## src/rtl/ram_bus_arbiter.sv

```systemverilog
// Merges the Ibex instruction-fetch and data ports onto a single-port SPRAM.
// Performs address decode, answers out-of-range accesses locally, and routes 1-cycle responses.
module ram_bus_arbiter #(
    parameter logic [31:0] BaseAddr = 32'h0000_0000,
    parameter int unsigned MemBytes = 65536
) (
    input  logic        clk_i,
    input  logic        rst_ni,

    input  logic        instr_req_i,
    input  logic [31:0] instr_addr_i,
    output logic        instr_gnt_o,
    output logic        instr_rvalid_o,
    output logic [31:0] instr_rdata_o,
    output logic        instr_err_o,

    input  logic        data_req_i,
    input  logic        data_we_i,
    input  logic [3:0]  data_be_i,
    input  logic [31:0] data_addr_i,
    input  logic [31:0] data_wdata_i,
    output logic        data_gnt_o,
    output logic        data_rvalid_o,
    output logic [31:0] data_rdata_o,
    output logic        data_err_o,

    output logic        ram_req_o,
    output logic        ram_we_o,
    output logic [3:0]  ram_be_o,
    output logic [31:0] ram_addr_o,
    output logic [31:0] ram_wdata_o,
    input  logic        ram_rvalid_i,
    input  logic [31:0] ram_rdata_i
);

    localparam logic [31:0] OffMask = 32'(MemBytes - 1);

    typedef enum logic [1:0] {
        OWN_NONE  = 2'd0,
        OWN_INSTR = 2'd1,
        OWN_DATA  = 2'd2
    } owner_e;

    owner_e      r_owner;
    owner_e      w_owner_next;
    logic        r_err;
    logic        w_err_next;
    logic        r_rr;
    logic        w_rr_next;
    logic        r_we;
    logic        w_we_next;

    logic        w_contended;
    logic        w_gnt_instr;
    logic        w_gnt_data;
    logic        w_any_gnt;
    logic [31:0] w_addr;
    logic        w_in_range;

    always_ff @(posedge clk_i or negedge rst_ni) begin
        if (!rst_ni) begin
            r_owner <= OWN_NONE;
            r_err   <= 1'b0;
            r_rr    <= 1'b0;
            r_we    <= 1'b0;
        end else begin
            r_owner <= w_owner_next;
            r_err   <= w_err_next;
            r_rr    <= w_rr_next;
            r_we    <= w_we_next;
        end
    end

    // Grant never looks at the response side, so a new request is accepted every cycle.
    always_comb begin
        w_contended  = instr_req_i & data_req_i;
        w_gnt_data   = data_req_i & (~instr_req_i | ~r_rr);
        w_gnt_instr  = instr_req_i & ~w_gnt_data;
        w_any_gnt    = w_gnt_data | w_gnt_instr;
        w_addr       = w_gnt_data ? data_addr_i : instr_addr_i;
        w_in_range   = (w_addr & ~OffMask) == (BaseAddr & ~OffMask);

        w_rr_next    = w_contended ? w_gnt_data : r_rr;
        w_err_next   = w_any_gnt & ~w_in_range;
        w_we_next    = w_gnt_data & data_we_i;
        w_owner_next = OWN_NONE;
        if (w_gnt_data) begin
            w_owner_next = OWN_DATA;
        end else if (w_gnt_instr) begin
            w_owner_next = OWN_INSTR;
        end

        ram_req_o   = w_any_gnt & w_in_range;
        ram_addr_o  = (w_addr & OffMask) >> 2;
        ram_we_o    = 1'b0;
        ram_be_o    = 4'h0;
        ram_wdata_o = 32'h0;
        if (ram_req_o && w_gnt_data) begin
            ram_we_o    = data_we_i;
            ram_be_o    = data_be_i;
            ram_wdata_o = data_wdata_i;
        end else if (ram_req_o) begin
            ram_be_o    = 4'hF;
        end
    end

    assign instr_gnt_o = w_gnt_instr;
    assign data_gnt_o  = w_gnt_data;

    // Local errors and writes return zero data regardless of what the RAM presents.
    always_comb begin
        instr_rvalid_o = (r_owner == OWN_INSTR);
        data_rvalid_o  = (r_owner == OWN_DATA);
        instr_err_o    = instr_rvalid_o & r_err;
        data_err_o     = data_rvalid_o & r_err;
        instr_rdata_o  = (instr_rvalid_o && !r_err) ? ram_rdata_i : 32'h0;
        data_rdata_o   = (data_rvalid_o && !r_err && !r_we) ? ram_rdata_i : 32'h0;
    end

    a_no_stray_rvalid: assert property (@(posedge clk_i) disable iff (!rst_ni)
        !(ram_rvalid_i && ((r_owner == OWN_NONE) || r_err)));

    a_one_gnt: assert property (@(posedge clk_i) disable iff (!rst_ni)
        !(instr_gnt_o && data_gnt_o));

endmodule

```

## config.mk

```make
export PLATFORM = sky130hd
export DESIGN_NAME = ram_bus_arbiter
export DESIGN_NICKNAME = d
export VERILOG_FILES = /design/src/rtl/ram_bus_arbiter.sv
export SDC_FILE = /design/constraint.sdc
export NUM_CORES = 1
export LEC_CHECK = 0
export CAP_MARGIN = 20
export CORE_AREA = 2 2 109 111
export DETAILED_ROUTE_END_ITERATION = 16
export DIE_AREA = 0 0 111 113
export GPL_TIMING_DRIVEN = 0
export PLACE_DENSITY_LB_ADDON = 0.12
export SYNTH_ARGS = -nofsm -noshare
export SYNTH_HDL_FRONTEND = slang
export SYNTH_SLANG_ARGS = --single-unit
```

## constraint.sdc

```tcl
create_clock -name clk_i -period 5.5 [get_ports clk_i]
set_input_delay 1.65 -clock clk_i [delete_from_list [all_inputs] [get_ports clk_i]]
set_output_delay 1.65 -clock clk_i [all_outputs]
set_load 0.02 [all_outputs]
```

# After elaboration in Yosys (flattened, before gate mapping)
# Cells that the tools add are included.
# word_totals
ff_bits,5
input_bits,138
output_inout_bits,140
# classes
n_eq_ne,2
n_mux,9
bitwise_logic,14
reduce_logical,7
# ops
op,n
$mux W32,4
$logic_not A32 Y1,1
$and A1 B1 Y1,8
$mux W4,2
$logic_and A1 B1 Y1,4
$not A1 Y1,4
$eq A2 B1 Y1 const B,1
$eq A2 B2 Y1 const B,1
$logic_not A1 Y1,2
$mux W1,2
$mux W2,1
$or A1 B1 Y1,2

# Longest topological paths before layout
# logic_depth
depth_word,9
ltp_mapped,5
depth_no_buf,4

# Least setup slack after synthesis
# OpenSTA, ideal clock, no wires.
# synth_timing
path_type,input-to-output
startpoint,input port data_addr_i[16]
endpoint,output port ram_we_o
arrival_ns,2.769
required_ns,3.850
path_slack_ns,1.081
cell_stages,4
path_cell_list,nor4_1 > nand4_1 > buf_2 > nor3b_1
# synth_via
elab_chain_cells,5
# synth_lines
item,line,source
from (decl),20,"input logic [31:0] data_addr_i,"
$mux W32,80,w_addr = w_gnt_data ? data_addr_i : instr_addr_i;
$logic_not A32 Y1,81,w_in_range = (w_addr & ~OffMask) == (BaseAddr & ~OffMask);
$and A1 B1 Y1,93,ram_req_o = w_any_gnt & w_in_range;
$logic_and A1 B1 Y1,98,if (ram_req_o && w_gnt_data) begin
$mux W1,98,
to (decl),28,"output logic ram_we_o,"
# Every way passes these cells.

# Final worst setup path
# layout_timing
startpoint,input port data_req_i
endpoint,output port ram_wdata_o[28]
# layout_via
elab_chain_cells,7
elab_cells_between_ends,9
classes_between,mux (2); bitwise (5); reduce/logical (2)
# layout_lines
item,line,source
from (decl),17,"input logic data_req_i,"
$and A1 B1 Y1 (*),77,w_gnt_data = data_req_i & (~instr_req_i | ~r_rr);
"parallel branches: the longest is 4 deep, another holds $mux W32",-,
$logic_and A1 B1 Y1 (*),98,
$mux W32 (*),98,
to (decl),31,"output logic [31:0] ram_wdata_o,"
# Mark *: on every way between the ends.

==> qor.txt <==
Outcome: completed
Ys async rst share: 1.00
Layout Skew: 0.00106 ns
CTS root buffer: clkbuf_16
Setup TNS: 0 ns
Flop pwr share: 0.090
First-pass GRT wire length: 12.7 mm
Starting DRT DRC Count: 59
Int Power: 0.000357 W
Critical path class: primary input to output port
Final period util: 0.973
Gr ovfl total: 0
Sequential share of the synthesized area: 0.0867
Cts bufs inserted: 3
Number of hold violations in the final report: 0
Core area: 11,300 sq um
Share of cells above drive strength 1: 0.0808
Most area-consuming cells after synthesis: and2_1, nand2_1, buf_4
Number of global-route vias before repair: 2,505
EDFF count, synth: 0
Post-synth top area share: 0.291
Worst-Skew Late Latency: 0.23 ns
Comb power frac: 0.704
Initial antenna violation count: 1
H-tree Lvls: 1
CTS tree: done
Avg Inst Size Synth: 5.89 sq um
Fin Hold WS: 0.493 ns
Element type at the critical path start: primary input
Drt total wl: 8.64 mm
Via Count: 2,477
Area leader, netlist: and2_1
Clock power share: 0.206
Critical Path RT: 3.85 ns
Fin. max-slew vios: 0
Switching share of total power: 0.379
Mapped cell area: 1440 sq um
Max VDD drop: 0.0687 mV
Max incr delay on CP: 0.65 ns
WL per Instance: 13.0 microns
YS warnings: 0
Top_reg_cell synth: dfrtp_1
Largest net degree at the start of global routing: 12
I/O pins: 278
Drt via density: 3.73
Static Leak: 1.82 nW
Setup violators final: 0
Post-synth top cells: and2_1, nand2_1, inv_1, nor3_1, buf_4
Number of remaining DRC errors: 0
Unique cell type count in the Yosys netlist: 21
Number of max-cap violations: 0
DR pass1 iterations: 3
Worst Hold Class: flip-flop to flip-flop
Max Fanout on Critical Path: 10
Pwr dens: 133 nW/um^2
Fin nets: 659
Final min period: 5.35 ns
Area delta synth->final: 199%
# rows: 39
Cell with the most instances after synthesis: and2_1
Crit-path cells: clkdlybuf4s50_1 -> a21bo_2 -> buf_2 -> buf_2 -> nor3_1 -> clkdlybuf4s50_1
CTS sink count: 5
GP Congestion: 0.794
Port Buffers: 254
RSZ-0062 raised after global routing: false
Crit-path slowest cell: clkdlybuf4s50_1
Setup crit end kind: output port
Clock Pin Slew Worst Setup and Hold Paths: 0.03 ns
Hpwl dp: 7.90 mm
Chip height: 113 microns
Clock Tree Buf Depth: 2
Die X-Extent: 111 microns
NetSw: 0.000218 W
Post-route ant nets: 0
Total track usage: 0.127
Initial Util: 0.128
Max Clk Rate: 187 MHz
CP arrival: 3.70 ns
Cells after synthesis: 245
Die area: 12,500 sq um
Hold Buf Count CTS: 0
Yosys reg bits: 5
[logic make-up (layout without fill, tap and decap cells)]
family | count (synthesis) | count (layout) | synth area share
AOI/OAI and AO/OA | 7 | 7 | 0.0347
DFF | 5 | 5 | 0.0867
buffers and inverters | 69 | 327 | 0.237
other | 1 | 19 | 0.00260
xor gates and xnor gates | 1 | 1 | 0.00607
and+or+nand+nor | 162 | 162 | 0.633
[power by group through the flow]
stage          combinational [W]  clock (W)  sequential (W)
5_1_grt                 0.000434   0.000122       0.0000528
3_3_place_gp            0.000409          0       0.0000519
2_1_floorplan           0.000183          0       0.0000499
3_5_place_dp            0.000411          0       0.0000515
6_report                0.000405   0.000118       0.0000517
4_1_cts                 0.000411   0.000121       0.0000516
[metal layers]
layer,track usage,up-vias,part of all wire
met5,0,-,0
met4,0.0383,0,0.017
met3,0.0487,10,0.11
met2,0.259,169,0.53
met1,0.115,1025,0.34
li1,-,1273,-
[through the flow]
step                      area (sq um)  setup slack (ns)  instances  total power, W  utilization
after floorplan                   1510              1.08        262        0.000233            -
after global placement            4230            0.0215        659        0.000461        0.375
after detailed placement          4230            0.0421        659        0.000463        0.375
after CTS                         4310            0.0249        663        0.000584        0.382
after global routing              4310           0.00529        663        0.000609        0.383
final                             4320             0.150        664        0.000575        0.383
[final timing paths]
| path | end | cells past startpoint | slack [ns] | start |
|---|---|---|---|---|
| max in group asynchronous | r_owner[0] | 1 | 3.67 | rst_ni |
| min in group asynchronous | r_we | 1 | 1.64 | rst_ni |
| setup / recovery | ram_wdata_o[28] | 6 | 0.15 | data_req_i |
| hold / removal | r_rr | 1 | 0.49 | r_rr |
| hold reg to reg | r_rr | 1 | 0.49 | r_rr |
| setup reg to reg | r_err | 4 | 4.25 | r_rr |
[layout make-up]
| class | count | area, sq um |
|---|---|---|
| antenna | 1 | 2.50 |
| buffer | 35 | 215 |
| clock buffer | 4 | 78.8 |
| fill | 1227 | 6960 |
| inverter | 34 | 128 |
| multi-input combinational | 188 | 1040 |
| sequential | 5 | 125 |
| tap | 143 | 179 |
| timing repair buffer | 254 | 2540 |
[timing repair]
| item | CTS | global route |
|---|---|---|
| resized for setup | 0 | 3 |
| buffers inserted | 0 | 0 |
| setup endpoints to repair | 0 | 10 |
| endpoints found under the hold margin | 0 | 0 |
[cells in the final DEF (no fill, tap or decap), types with 2 or more instances in the layout]
cell	count
and2b_1	2
dfrtp_1	5
clkdlybuf4s50_1	254
nand4_1	2
nor4_1	8
clkbuf_1	10
and2_1	67
nor3_2	11
buf_4	18
buf_2	6
nand2_1	48
o22ai_1	5
inv_1	34
nor3_1	21
clkbuf_16	3
conb_1	18
[registers in the layout, summed over array words and instances, names as in the netlist]
register  flops
r_we          1
r_rr          1
r_err         1
r_owner       2
[worst max-delay path, delay by kind of cell]
| family | cells | cell delay (ns) |
|---|---|---|
| AOI/OAI and AO/OA | 1 | 0.28 |
| buffers and inverters | 4 | 1.56 |
| and+or+nand+nor | 1 | 0.21 |
Power figures use the tool's default switching activity.
